File: src/rtl/wb_pkg.sv
// Shared constants and result record for the writeback arbiter.
// The optional same-cycle bypass is enabled by defining WB_BYPASS_EN.
package wb_pkg;

    localparam int WB_DATA_WIDTH = 32;
    localparam int WB_PHY_WIDTH  = 6;
    localparam int WB_ROB_WIDTH  = 5;
    localparam int WB_NUM_SRC    = 4;
    localparam int WB_NUM_WB     = 2;
    localparam int WB_QDEPTH     = 4;

    typedef struct packed {
        logic [WB_ROB_WIDTH-1:0]  rob_id;
        logic [WB_PHY_WIDTH-1:0]  rd_phy;
        logic                     rd_we;
        logic [WB_DATA_WIDTH-1:0] data;
    } wb_entry_t;

endpackage

File: src/rtl/wb_channel_fifo.sv
// Single-channel result FIFO: push at tail, pop at head, flush empties it.
// Head is read combinationally so the arbiter sees it in the same cycle.
module wb_channel_fifo #(
    parameter int WIDTH = 8,
    parameter int DEPTH = 4
) (
    input  logic                     clk,
    input  logic                     rst,
    input  logic                     flush,
    input  logic                     push,
    input  logic                     pop,
    input  logic [WIDTH-1:0]         din,
    output logic [$clog2(DEPTH):0]   count,
    output logic [WIDTH-1:0]         head
);

    localparam int AW = $clog2(DEPTH);

    logic [WIDTH-1:0] mem_r [DEPTH];
    logic [AW-1:0]    wr_ptr_r;
    logic [AW-1:0]    rd_ptr_r;
    logic [AW:0]      count_r;

    // Pointer and occupancy bookkeeping; a flush discards everything at the edge.
    always_ff @(posedge clk or posedge rst) begin
        if (rst) begin
            wr_ptr_r <= '0;
            rd_ptr_r <= '0;
            count_r  <= '0;
        end else if (flush) begin
            wr_ptr_r <= '0;
            rd_ptr_r <= '0;
            count_r  <= '0;
        end else begin
            if (push) wr_ptr_r <= wr_ptr_r + 1'b1;
            if (pop)  rd_ptr_r <= rd_ptr_r + 1'b1;
            case ({push, pop})
                2'b10:   count_r <= count_r + 1'b1;
                2'b01:   count_r <= count_r - 1'b1;
                default: count_r <= count_r;
            endcase
        end
    end

    // Entry storage; contents need no reset because count gates visibility.
    always_ff @(posedge clk) begin
        if (push && !flush) mem_r[wr_ptr_r] <= din;
    end

    assign count = count_r;
    assign head  = mem_r[rd_ptr_r];

endmodule

File: src/rtl/writeback_arbiter.sv
// Per-channel buffered writeback stage draining up to NUM_WB results per cycle
// with round-robin arbitration. Define WB_BYPASS_EN for 0-cycle empty-FIFO bypass.
module writeback_arbiter
    import wb_pkg::*;
#(
    parameter int DATA_WIDTH = WB_DATA_WIDTH,
    parameter int PHY_WIDTH  = WB_PHY_WIDTH,
    parameter int ROB_WIDTH  = WB_ROB_WIDTH,
    parameter int NUM_SRC    = WB_NUM_SRC,
    parameter int NUM_WB     = WB_NUM_WB,
    parameter int QDEPTH     = WB_QDEPTH
) (
    input  logic                                   clk,
    input  logic                                   rst,
    input  logic                                   flush,
    input  logic [NUM_SRC-1:0]                     src_valid,
    output logic [NUM_SRC-1:0]                     src_ready,
    input  logic [NUM_SRC-1:0][ROB_WIDTH-1:0]      src_rob_id,
    input  logic [NUM_SRC-1:0][PHY_WIDTH-1:0]      src_rd_phy,
    input  logic [NUM_SRC-1:0]                     src_rd_we,
    input  logic [NUM_SRC-1:0][DATA_WIDTH-1:0]     src_data,
    output logic [NUM_WB-1:0]                      wb_valid,
    output logic [NUM_WB-1:0][ROB_WIDTH-1:0]       wb_rob_id,
    output logic [NUM_WB-1:0][PHY_WIDTH-1:0]       wb_rd_phy,
    output logic [NUM_WB-1:0]                      wb_rd_we,
    output logic [NUM_WB-1:0][DATA_WIDTH-1:0]      wb_data,
    output logic [NUM_WB-1:0][$clog2(NUM_SRC)-1:0] wb_src
);

    localparam int SRC_W   = $clog2(NUM_SRC);
    localparam int CNT_W   = $clog2(QDEPTH) + 1;
    localparam int ENTRY_W = ROB_WIDTH + PHY_WIDTH + 1 + DATA_WIDTH;

    logic [CNT_W-1:0]          count_s [NUM_SRC];
    logic [ENTRY_W-1:0]        head_s  [NUM_SRC];
    logic [ENTRY_W-1:0]        in_s    [NUM_SRC];
    logic [NUM_SRC-1:0]        empty_s, avail_s, push_s, pop_s, bypass_s;
    logic [NUM_WB-1:0][SRC_W:0] scan_s;
    logic [SRC_W-1:0]          rr_ptr_r, last_ch_s, sel_ch_s;
    logic [ENTRY_W-1:0]        sel_entry_s;
    logic                      any_grant_s;

    // Port k gets the k-th available channel scanning from start, wrapping.
    // Each result slot is {valid, channel}.
    function automatic logic [NUM_WB-1:0][SRC_W:0] rr_scan(
        input logic [NUM_SRC-1:0] avail,
        input logic [SRC_W-1:0]   start
    );
        logic [NUM_WB-1:0][SRC_W:0] res;
        logic [SRC_W-1:0]           ch;
        int                         found;
        res   = '0;
        found = 0;
        for (int j = 0; j < NUM_SRC; j++) begin
            ch = SRC_W'((int'(start) + j) % NUM_SRC);
            if (avail[ch]) begin
                for (int p = 0; p < NUM_WB; p++) begin
                    if (p == found) res[p] = {1'b1, ch};
                end
                found++;
            end
        end
        return res;
    endfunction

    for (genvar g = 0; g < NUM_SRC; g++) begin : g_chan
        assign in_s[g]      = {src_rob_id[g], src_rd_phy[g], src_rd_we[g], src_data[g]};
        assign empty_s[g]   = (count_s[g] == '0);
        assign src_ready[g] = (count_s[g] < CNT_W'(QDEPTH));
        assign push_s[g]    = src_valid[g] && src_ready[g] && !flush && !bypass_s[g];

        wb_channel_fifo #(
            .WIDTH (ENTRY_W),
            .DEPTH (QDEPTH)
        ) u_fifo (
            .clk   (clk),
            .rst   (rst),
            .flush (flush),
            .push  (push_s[g]),
            .pop   (pop_s[g]),
            .din   (in_s[g]),
            .count (count_s[g]),
            .head  (head_s[g])
        );
    end

`ifdef WB_BYPASS_EN
    assign avail_s = ~empty_s | (src_valid & ~{NUM_SRC{flush}});
`else
    assign avail_s = ~empty_s;
`endif

    assign scan_s = rr_scan(avail_s, rr_ptr_r);

    // Drive writeback ports from the scan result and derive pops for the edge.
    always_comb begin
        wb_valid    = '0;
        wb_rob_id   = '0;
        wb_rd_phy   = '0;
        wb_rd_we    = '0;
        wb_data     = '0;
        wb_src      = '0;
        pop_s       = '0;
        bypass_s    = '0;
        any_grant_s = 1'b0;
        last_ch_s   = rr_ptr_r;
        sel_ch_s    = '0;
        sel_entry_s = '0;
        for (int p = 0; p < NUM_WB; p++) begin
            if (scan_s[p][SRC_W] && !flush && !rst) begin
                sel_ch_s = scan_s[p][SRC_W-1:0];
`ifdef WB_BYPASS_EN
                if (empty_s[sel_ch_s]) begin
                    sel_entry_s        = in_s[sel_ch_s];
                    bypass_s[sel_ch_s] = 1'b1;
                end else begin
                    sel_entry_s     = head_s[sel_ch_s];
                    pop_s[sel_ch_s] = 1'b1;
                end
`else
                sel_entry_s     = head_s[sel_ch_s];
                pop_s[sel_ch_s] = 1'b1;
`endif
                wb_valid[p] = 1'b1;
                {wb_rob_id[p], wb_rd_phy[p], wb_rd_we[p], wb_data[p]} = sel_entry_s;
                wb_src[p]   = sel_ch_s;
                any_grant_s = 1'b1;
                last_ch_s   = sel_ch_s;
            end else begin
                wb_valid[p] = 1'b0;
            end
        end
    end

    // Round-robin pointer moves just past the last channel granted this cycle.
    always_ff @(posedge clk or posedge rst) begin
        if (rst) begin
            rr_ptr_r <= '0;
        end else if (flush) begin
            rr_ptr_r <= '0;
        end else if (any_grant_s) begin
            rr_ptr_r <= (last_ch_s == SRC_W'(NUM_SRC - 1)) ? '0 : last_ch_s + 1'b1;
        end else begin
            rr_ptr_r <= rr_ptr_r;
        end
    end

endmodule

File: config.mk
export PLATFORM = sky130hd
export DESIGN_NAME = writeback_arbiter
export DESIGN_NICKNAME = d
export VERILOG_FILES = /design/src/rtl/wb_pkg.sv /design/src/rtl/wb_channel_fifo.sv /design/src/rtl/writeback_arbiter.sv
export SDC_FILE = /design/constraint.sdc
export NUM_CORES = 1
export LEC_CHECK = 0
export CAP_MARGIN = 20
export CELL_PAD_IN_SITES_DETAIL_PLACEMENT = 1
export CELL_PAD_IN_SITES_GLOBAL_PLACEMENT = 1
export CORE_MARGIN = 3
export CORE_UTILIZATION = 50
export DETAILED_ROUTE_END_ITERATION = 8
export PLACE_DENSITY_LB_ADDON = 0.15
export SYNTH_ARGS = -nofsm -noshare
export SYNTH_HDL_FRONTEND = slang
export SYNTH_SLANG_ARGS = --single-unit
File: constraint.sdc
create_clock -name clk -period 10.6 [get_ports clk]
set_input_delay 2.12 -clock clk [delete_from_list [all_inputs] [get_ports clk]]
set_output_delay 2.12 -clock clk [all_outputs]
set_load 0.01 [all_outputs]
==> flow_metrics.env <==
export IMPL_grt_pass1_wl_um=121000
export IMPL_syn_area_mm2=0.0306
export IMPL_rr_endpoint="g_chan[0].u_fifo.count[2]$_DFFE_PP0P_"
export IMPL_rows=90
export IMPL_cts_tree="built"
export IMPL_cpMostUsedCell="o21a_1"
export IMPL_synthXorXnorAreaFrac=0.00516
export IMPL_routed_via_density=6.19
export IMPL_htreeDepth=3
export IMPL_grt_usage=0.262
export IMPL_initial_core_util=0.506
export IMPL_async_flop_share=0.0409
export IMPL_slowest_delay_ns=0.60
export IMPL_dr_first_iter_drc_count=1524
export IMPL_drtAntennaViolNets=0
export IMPL_worstPathMaxFanout=77
export IMPL_first_pass_iters=5
export IMPL_clkSinkCount=734
export IMPL_synth_fa_ha_area_frac=0.0116
export IMPL_synthFlopType="edfxtp_1"
export IMPL_status="finished clean"
export IMPL_synthDistinctLibCells=67
export IMPL_post_cts_setup_buffers=0
export IMPL_ff2ff_setup_slack_ns=4.60
export IMPL_hold_viol_final=0
export IMPL_fmax_mhz=126
export IMPL_muxShareOfSynthArea=0.192
export IMPL_maxSlewHeadroom=0.348
export IMPL_critPathRequiredTime_ns=8.48
export IMPL_power_leakage_nw=12.4
export IMPL_hold_depth=2
export IMPL_final_common_cell="edfxtp_1"
export IMPL_nets=2050
export IMPL_core_area_mm2=0.0605
export IMPL_criticalPathCategory="reg -> out"
export IMPL_layout_min_cycle_time_ns=7.95
export IMPL_die_w_um=253
export IMPL_synth_top_family_by_area="multiplexers"
export IMPL_overflow=0
export IMPL_yosysSeqAreaShare=0.716
export IMPL_total_power_mw=10.1
export IMPL_routed_wl_um=82800
export IMPL_synth_compound_area_frac=0.0335
export IMPL_path_cells="or3_1 > mux4_2 > ha_1 > nor2_1 > a32o_1 > o21a_1 > o21a_1 > nor2_4 > buf_12 > mux2i_1 > o22ai_1 > clkdlybuf4s50_1"
export IMPL_regToRegStartpoint="g_chan[2].u_fifo.count[0]$_DFFE_PP0P_"
export IMPL_remaining_drc_errors=0
export IMPL_avgSynthCellArea_um2=19.8
export IMPL_maxSlewViolCount=0
export IMPL_finClkSkew_ns=0.0261
export IMPL_yosys_register_bits=734
export IMPL_crit_end="wb_data[56]"
export IMPL_io_pins=281
export IMPL_startpoint="g_chan[2].u_fifo.count[0]$_DFFE_PP0P_"
export IMPL_setup_viol=0
export IMPL_r2r_cells=14
export IMPL_dieHeight_um=253
export IMPL_hpwl_um=51500
export IMPL_grt_max_degree=97
export IMPL_fillCellCount=5081
export IMPL_cap_violations=0
export IMPL_clk_pin_slew_ns=0.06
export IMPL_dieArea_mm2=0.0641
export IMPL_layout_drive_gt1_share=0.189
export IMPL_synth_edff_count=704
export IMPL_cts_buffers_inserted=77
export IMPL_io_buffers=280
export IMPL_gp_congestion=0.791
export IMPL_crit_path_end_kind="primary output"
export IMPL_via_count=16685
export IMPL_fin_setup_tns_ns=0
export IMPL_final_cell_mix="edfxtp_1 (704), clkdlybuf4s50_1 (280), mux2i_1 (184), mux4_2 (177), o22ai_1 (91)"
export IMPL_synth_cells=1546
export IMPL_rsz0062_at_grt="false"
export IMPL_wl_per_cell_um=30.7
export IMPL_synth_nets=1755
export IMPL_antenna_found_initial=15
export IMPL_post_route_period_util=0.750
export IMPL_slowest_stage="clkdlybuf4s50_1"
export IMPL_arrival_ns=5.83
export IMPL_ir_drop_v=0.000599
export IMPL_clk_latency_ns=0.63
export IMPL_p_per_area_mw_per_mm2=275
export IMPL_cts_buffer_depth=3
export IMPL_root_buffer="clkbuf_16"
export IMPL_ys_warn_count=0
export IMPL_tightest_slew_ns=0.977
export IMPL_area_growth_pct=19.9
export IMPL_post_cts_resized=0
export IMPL_start_kind="flip-flop"
export IMPL_first_global_vias=17859
export IMPL_hp_class="reg -> reg"
export IMPL_holdBufCountCts=0
export IMPL_yosys_area_share_simple=0.0246
where the power goes:
group,leakage (nW),total (mW),switching [mW],internal [mW]
registers,6.78,3.51,0.131,3.38
logic,4.47,3.98,2.18,1.80
clock network,1.15,2.57,1.11,1.46
total,12.4,10.1,3.42,6.64
flip-flops by register name, summed over array words and instances, names as in the netlist:
signal / cells
g_chan.u_fifo.count: 12
g_chan.u_fifo.mem_r: 704
g_chan.u_fifo.rd_ptr_r: 8
g_chan.u_fifo.wr_ptr_r: 8
rr_ptr_r: 2
worst min path at each step:
| stage | from | end | slack [ns] |
|---|---|---|---|
| final | g_chan[3].u_fifo.wr_ptr_r[1]$_DFFE_PP0P_ | g_chan[3].u_fifo.wr_ptr_r[1]$_DFFE_PP0P_ | 0.61 |
| after global routing | g_chan[1].u_fifo.wr_ptr_r[0]$_DFFE_PP0P_ | g_chan[1].u_fifo.wr_ptr_r[0]$_DFFE_PP0P_ | 0.66 |
| after CTS | g_chan[3].u_fifo.wr_ptr_r[1]$_DFFE_PP0P_ | g_chan[3].u_fifo.wr_ptr_r[1]$_DFFE_PP0P_ | 0.61 |
| after detailed placement | g_chan[3].u_fifo.wr_ptr_r[1]$_DFFE_PP0P_ | g_chan[3].u_fifo.wr_ptr_r[1]$_DFFE_PP0P_ | 0.60 |
| after global placement | g_chan[3].u_fifo.wr_ptr_r[1]$_DFFE_PP0P_ | g_chan[3].u_fifo.wr_ptr_r[1]$_DFFE_PP0P_ | 0.58 |
| after floorplan | g_chan[3].u_fifo.wr_ptr_r[1]$_DFFE_PP0P_ | g_chan[3].u_fifo.wr_ptr_r[1]$_DFFE_PP0P_ | 0.54 |
worst max-delay path: cells and delay by family, from the launching register on:
kind / cells / cell delay (ns)
AOI/OAI and AO/OA: 4 / 1.22
adders and majority gates: 1 / 0.49
DFF: 1 / 0.46
muxes: 2 / 0.72
and+or+nand+nor: 3 / 1.09
buffers and inverters: 2 / 1.15
kinds of logic (layout without fill, tap and decap cells):
kind of cell / after synthesis / after routing
and+or+nand+nor: 142 / 142
xor gates and xnor gates: 14 / 14
muxes: 364 / 364
other: 0 / 14
AOI/OAI and AO/OA: 147 / 147
adders and majority gates: 26 / 26
DFF: 734 / 734
buffers and inverters: 119 / 472
layout make-up:
cell class / instances / area, µm² / area share
clock inverter: 43 / 359 / 0.00980
sequential: 734 / 21900 / 0.598
clock buffer: 94 / 2010 / 0.0549
tap: 782 / 978 / 0.0267
multi-input combinational: 693 / 8200 / 0.224
inverter: 25 / 93.8 / 0.00256
antenna: 14 / 35.0 / 0.000956
timing repair buffer: 310 / 3050 / 0.0833
metal layers:
| layer | global-route usage | part of all wire |
|---|---|---|
| met5 | 0 | 0.00076 |
| met4 | 0.0763 | 0.025 |
| met3 | 0.0495 | 0.056 |
| met2 | 0.454 | 0.52 |
| met1 | 0.341 | 0.40 |
through the flow:
step	std cells	setup WS (ns)	util	cell area [µm²]	hold slack (ns)
3_3_place_gp	2543	3.11	0.566	34200	0.580
5_1_grt	2686	2.33	0.606	36600	0.664
2_1_floorplan	1546	4.71	-	30600	0.542
4_1_cts	2680	2.67	0.605	36600	0.612
6_report	2695	2.65	0.606	36600	0.608
3_5_place_dp	2543	3.04	0.566	34200	0.598
cell usage after synthesis, types with 3 or more instances:
cell	n	area (µm²)
or3_1	7	43.8
mux4_2	177	3990
clkbuf_1	56	210
inv_1	22	82.6
buf_2	9	45.0
dfrtp_1	30	751
o211ai_1	5	37.5
edfxtp_1	704	21100
xnor2_1	8	70.1
nor4_1	3	18.8
o311ai_0	3	26.3
and3_1	13	81.3
fa_1	4	80.1
xor2_1	3	26.3
nor3_1	14	70.1
nor2b_1	6	37.5
nand2_1	25	93.8
buf_1	12	45.0
ha_1	22	275
nor2_1	41	154
nand3_1	5	25.0
and2_1	7	43.8
a211oi_1	3	22.5
o21ai_0	8	40.0
mux2_2	3	33.8
nand2b_1	3	18.8
a21oi_1	12	60.1
buf_4	16	120
mux2i_1	184	1840
o22ai_1	91	569
or4_1	3	22.5
Note: power is estimated with default switching activity, not from simulation.
